$ cat src/rtl/fifo_read_ctrl.sv
// Read-side controller for the asynchronous FIFO: write-pointer synchronizer, read pointer,
// empty flag, occupancy level and a one-entry valid/ready output register.
module fifo_read_ctrl #(
  parameter int unsigned DATASIZE = 8,
  parameter int unsigned ADDRSIZE = 4
) (
  input  logic                rclk,
  input  logic                rrst_n,
  input  logic [ADDRSIZE:0]   wptr_gray,
  input  logic [DATASIZE-1:0] rdata_mem,
  input  logic                rready,
  output logic [ADDRSIZE-1:0] raddr,
  output logic [ADDRSIZE:0]   rptr_gray,
  output logic                rempty,
  output logic [DATASIZE-1:0] rdata,
  output logic                rvalid,
  output logic [ADDRSIZE:0]   rlevel
);

  localparam int unsigned PtrW = ADDRSIZE + 1;

  logic [PtrW-1:0] rq1_wptr;
  logic [PtrW-1:0] rq2_wptr;
  logic [PtrW-1:0] rbin;
  logic [PtrW-1:0] rbinnext;
  logic [PtrW-1:0] rgraynext;
  logic [PtrW-1:0] wbin_sync;
  logic            pop;

  // Two-flop synchronizer; nothing else may look at wptr_gray.
  always_ff @(posedge rclk or negedge rrst_n) begin
    if (!rrst_n) begin
      rq1_wptr <= '0;
      rq2_wptr <= '0;
    end else begin
      rq1_wptr <= wptr_gray;
      rq2_wptr <= rq1_wptr;
    end
  end

  assign pop       = !rempty && (!rvalid || rready);
  assign rbinnext  = rbin + PtrW'(pop);
  assign rgraynext = rbinnext ^ (rbinnext >> 1);
  assign raddr     = rbin[ADDRSIZE-1:0];

  // Empty compares against the pre-update rq2_wptr, so a write landing this cycle errs to empty.
  always_ff @(posedge rclk or negedge rrst_n) begin
    if (!rrst_n) begin
      rbin      <= '0;
      rptr_gray <= '0;
      rempty    <= 1'b1;
    end else begin
      rbin      <= rbinnext;
      rptr_gray <= rgraynext;
      rempty    <= (rgraynext == rq2_wptr);
    end
  end

  always_ff @(posedge rclk or negedge rrst_n) begin
    if (!rrst_n) begin
      rdata  <= '0;
      rvalid <= 1'b0;
    end else if (pop) begin
      rdata  <= rdata_mem;
      rvalid <= 1'b1;
    end else if (rvalid && rready) begin
      rvalid <= 1'b0;
    end
  end

  always_comb begin
    wbin_sync = '0;
    for (int i = 0; i < int'(PtrW); i++) begin
      wbin_sync[i] = ^(rq2_wptr >> i);
    end
  end

  assign rlevel = wbin_sync - rbin;

endmodule

$ cat config.mk
export PLATFORM = sky130hd
export DESIGN_NAME = fifo_read_ctrl
export DESIGN_NICKNAME = d
export VERILOG_FILES = /design/src/rtl/fifo_read_ctrl.sv
export SDC_FILE = /design/constraint.sdc
export NUM_CORES = 1
export LEC_CHECK = 0
export CORE_ASPECT_RATIO = 0.8
export CORE_MARGIN = 1
export CORE_UTILIZATION = 45
export DETAILED_ROUTE_END_ITERATION = 8
export PLACE_DENSITY_LB_ADDON = 0.08
export REMOVE_ABC_BUFFERS = 1
export SYNTH_ARGS = -nofsm -noshare
export SYNTH_HDL_FRONTEND = slang
export SYNTH_SLANG_ARGS = --single-unit
$ cat constraint.sdc
create_clock -name rclk -period 3.55 [get_ports rclk]
set_input_delay 1.065 -clock rclk [delete_from_list [all_inputs] [get_ports rclk]]
set_output_delay 1.065 -clock rclk [all_outputs]
set_load 0.005 [all_outputs]
# --- Word level (Yosys, flattened, before mapping) ---
# Index checks and enable logic that the tools add are counted.
classes:
  addsub: 2
  n_eq_ne: 1
  n_mux: 2
  bitwise_logic: 1
  reduce_logical: 11
op_table:
  columns: ["op", "count"]
  rows:
  - ["XOR reduction 5 bit", 5]
  - ["adder 5 x 1 -> 5 bit", 1]
  - ["== test 5 bit", 1]
  - ["subtractor 5 bit", 1]
  - ["bitwise XOR 5 x 4 -> 5 bit", 1]
  - ["logical AND 1 bit", 2]
  - ["zero test 1 bit", 2]
  - ["two-way mux 1 bit", 2]
  - ["nonzero test 2 bit", 1]
  - ["logical OR 1 bit", 1]
totals:
  reg_bits: 30
  inputBits: 16
  out_inout_bits: 24
  wordCells: 24

# --- Logic depth before layout (Yosys ltp) ---
depth:
  ltp_word: 6
  depth_mapped: 10
  depth_no_buf: 10

# --- Worst setup path after synthesis ---
# No wires, ideal clock.
synth_timing:
  path_type: "register to output"
  from: "register rq2_wptr[4]"
  to: "output port rlevel[4]"
  t_arrival_ps: 2182
  t_required_ps: 2485
  path_slack_ps: 303
  path_stages_with_launch: 11
  n_path_buf: 0
  path_cell_list: "dfrtp_1 > xor2_1 > xnor2_1 > xor2_1 > xor2_1 > ha_1 > fa_1 > inv_1 > a21o_1 > a21oi_1 > xnor2_1"
synth_via:
  elab_chain_len: 2
  elab_cells_between_ends: 6
  cone_classes: "1 x add/sub; 5 x reduce/logical"
synth_rtl:
  columns: ["item", "line", "rtl"]
  rows:
  - ["start: declaration", "23", "logic [PtrW-1:0] rq2_wptr;"]
  - ["start signal: assignment", "37", "rq2_wptr <= rq1_wptr;"]
  - ["XOR reduction 5 bit", "74", "wbin_sync[i] = ^(rq2_wptr >> i);"]
  - ["subtractor 5 bit (*)", "78", "assign rlevel = wbin_sync - rbin;"]
  - ["end: declaration", "17", "output logic [ADDRSIZE:0] rlevel"]
# Every way passes the cells marked *; elsewhere a longest branch is shown, timed or not.

# --- Worst setup path in the final report ---
# Same ends and word-level chain as after synthesis.

==> impl_metrics.py <==
metrics = {
    "status": {
        "status": "finished with violations",
        "violations": "negative setup slack",
    },
    "floorplan": {
        "die_h_um": 49.2,
        "core_area_mm2": 0.00254,
        "ios": 40,
        "die_w_um": 61.0,
        "die-area_mm2": 0.00300,
        "start_util_pct": 49.2,
        "rows": 16,
    },
    "synthesis": {
        "yosys_warnings": 0,
        "syn_area_mm2": 0.00125,
        "ys_seq_area_share_pct": 58.1,
        "synth_top_family_by_area": "XOR/XNOR gates",
        "synth-compound-area-share_pct": 4.30,
        "synth-xor-area-share_pct": 16.0,
        "syn-instance-count": 93,
        "yosys.area_share.adder_pct": 7.60,
        "synth-simple-area-share_pct": 3.20,
        "synth-seq-cells": 29,
        "synth.distinct_cells": 17,
        "synth_mux_area_share_pct": 7.20,
        "avgSynthCellArea_um2": 13.5,
    },
    "critical_path": {
        "cp_data_required_time_ns": 2.48,
        "cp-start-kind": "flop",
        "cp.arrival_ns": 2.50,
        "slowest_delay_ns": 0.41,
        "path_cells": "xor2_2 -> xnor2_2 -> xor2_2 -> xor2_1 -> ha_2 -> fa_2 -> inv_1 -> a21o_1 -> a21oi_2 -> xnor2_1 -> buf_2",
        "path_max_fanout": 2,
        "cp-end-kind": "output port",
        "crit_type": "reg -> out",
        "crit_top_cell": "xor2_2",
        "cp_slowest_cell": "dfrtp_1",
    },
    "pwr": {
        "switching_share_pct": 31.9,
        "totalPowerFinal_mw": 1.61,
        "irDropWorstVdd_v": 0.000429,
        "clkPwrFrac_pct": 16.8,
        "p_sw_mw": 0.511,
        "pwr-share-comb_pct": 51.7,
        "p_int_mw": 1.09,
        "pwr-share-seq_pct": 31.5,
        "power.leakage_nw": 0.859,
        "p_per_area_mw_per_mm2": 845,
    },
    "sta": {
        "maxSlewViolCount": 0,
        "tightest_slew_ns": 0.343,
        "fin_crit_sh_pct": 100,
        "slew_headroom_pct": 77.0,
        "worst_slack_ns": -0.0158,
        "skew_ns": 0.0114,
        "setup_viol": 1,
        "hold_viol_final": 0,
        "finalCriticalPeriod_ns": 3.57,
        "fmax_mhz": 280,
        "rsz0062_at_grt": "true",
    },
    "final_layout": {
        "mostFrequentLayoutCells": "clkdlybuf4s50_1 (34), dfrtp_1 (28), buf_4 (13), xnor2_1 (12), inv_1 (10)",
        "fillers": 186,
        "syn_to_final_growth_pct": 51.8,
        "diodes": 0,
        "seq_area_um2": 727,
        "final_cell_area_mm2": 0.00190,
        "layout.nets": 175,
        "final_common_cell": "clkdlybuf4s50_1",
        "multi_input_area_um2": 527,
        "layout-drive-gt1-share_pct": 30.1,
    },
    "worst_hold_path": {
        "hold_class": "reg -> reg",
    },
    "place": {
        "io_buffers": 39,
        "gp_congestion": 0.894,
        "dp_hpwl_um": 1670,
        "place_area_mm2": 0.00175,
        "dp_slack_ns": -0.210,
    },
    "global_routing": {
        "grt_max_degree": 30,
        "gr-total-overflow": 0,
        "grt_pass1_wl_um": 3680,
        "antenna_found_initial": 0,
        "grt_pass1_vias": 842,
        "grt_usage_pct": 17.7,
    },
    "routing": {
        "drt_iter0_markers": 12,
        "drtAntennaViolNets": 0,
        "routedWlPerCell_um": 11.7,
        "firstDrtPassIters": 4,
        "via_per_inst": 4.52,
        "drc_errors": 0,
        "routed_wl_um": 2210,
        "vias": 855,
    },
    "cts": {
        "cts_inserted_buffers": 5,
        "clk_latency_ns": 0.31,
        "cts.htree.levels": 2,
        "cts_tree": "done",
        "cts.clk_slew.worst_paths_ns": 0.09,
        "clk_path_buf_depth": 2,
        "cts_hold_buffers": 0,
        "cts_root_buf": "clkbuf_4",
        "cts_sinks": 29,
    },
    "flow_run": {
        "drv_cap": 0,
    },
}
==> registers in the layout, indices dropped and copies added, names as in the netlist <==
name / count
rbin: 5
rdata: 8
rempty: 1
rptr_gray: 4
rq1_wptr: 5
rq2_wptr: 5
rvalid: 1
==> power by group through the flow <==
stage / clock network (mW) / registers, mW / logic [mW]
final: 0.270 / 0.505 / 0.830
after detailed placement: 0 / 0.513 / 0.834
after global placement: 0 / 0.509 / 0.822
after global routing: 0.298 / 0.520 / 0.917
after floorplan: 0 / 0.512 / 0.416
after CTS: 0.281 / 0.508 / 0.819
==> repair_timing <==
| item | in CTS | in global routing |
|---|---|---|
| gates resized for setup | 23 | 4 |
| pin swaps | 11 | 9 |
| buffers inserted | 3 | 3 |
| endpoints found under the setup margin | 4 | 5 |
| hold endpoints to repair | 0 | 0 |
==> cell usage after synthesis <==
cell      number  share of area, %
or3_1          2               1.0
a21oi_1        2              0.80
inv_1         12               3.6
nand3_1        4               1.6
fa_1           1               1.6
dfrtp_1       28                56
xor2_1         8               5.6
nand2_1        2              0.60
a21o_1         2               1.2
dfstp_2        1               2.1
xnor2_1       13               9.1
a221oi_2       1               1.2
mux2_2         8               7.2
ha_1           6               6.0
o21ai_0        1              0.40
a21oi_2        1              0.70
xor2_2         1               1.3
==> cell families (layout without fill, tap and decap cells) <==
family | after synthesis | count (layout)
compound gates | 7 | 7
xor+xnor | 22 | 22
fa+ha+maj | 7 | 7
buf+inv | 12 | 72
flops | 29 | 29
mux | 8 | 8
simple gates | 8 | 8
==> final timing paths <==
check	from	to	slack [ns]	cells past startpoint
min in group asynchronous	rrst_n	rbin[2]	1.12	2
hold reg to reg	rq1_wptr[0]	rq2_wptr[0]	0.35	0
max in group asynchronous	rrst_n	rempty	2.13	2
hold / removal	rq1_wptr[0]	rq2_wptr[0]	0.35	0
setup / recovery	rq2_wptr[4]	rlevel[4]	-0.02	11
setup reg to reg	rvalid	rempty	1.33	7
==> critical path: cells and delay by family, from the launching register on <==
family	cells	cell delay [ns]
xor+xnor	5	0.91
fa+ha+maj	2	0.42
buf+inv	2	0.16
compound gates	2	0.29
flops	1	0.41
==> layer usage <==
layer / routed length (µm) / global-route usage, % / share of wire [%] / vias up
met5: 0 / 0 / 0 / -
met4: 0 / 3.41 / 0 / 0
met3: 103 / 9.02 / 4.7 / 0
met2: 1140 / 28.0 / 51 / 25
met1: 974 / 21.7 / 44 / 417
li1: - / - / - / 413
==> through the flow <==
step	cells	setup TNS, ns	util, %	hold slack (ns)
after floorplan	93	0	-	0.331
after global placement	176	-0.0456	68.7	0.331
after detailed placement	176	-0.337	68.7	0.336
after CTS	187	-0.191	73.2	0.353
after global routing	189	-0.412	74.7	0.364
final	189	-0.0158	74.7	0.349
==> final cells by class <==
| cell class | instances | share of cell area, % |
|---|---|---|
| inverter | 12 | 2.37 |
| clock inverter | 1 | 1.58 |
| multi-input combinational | 52 | 27.7 |
| timing repair buffer | 52 | 24.8 |
| sequential | 29 | 38.3 |
| clock buffer | 7 | 2.90 |
| tap | 36 | 2.37 |
Power figures use the tool's default switching activity.
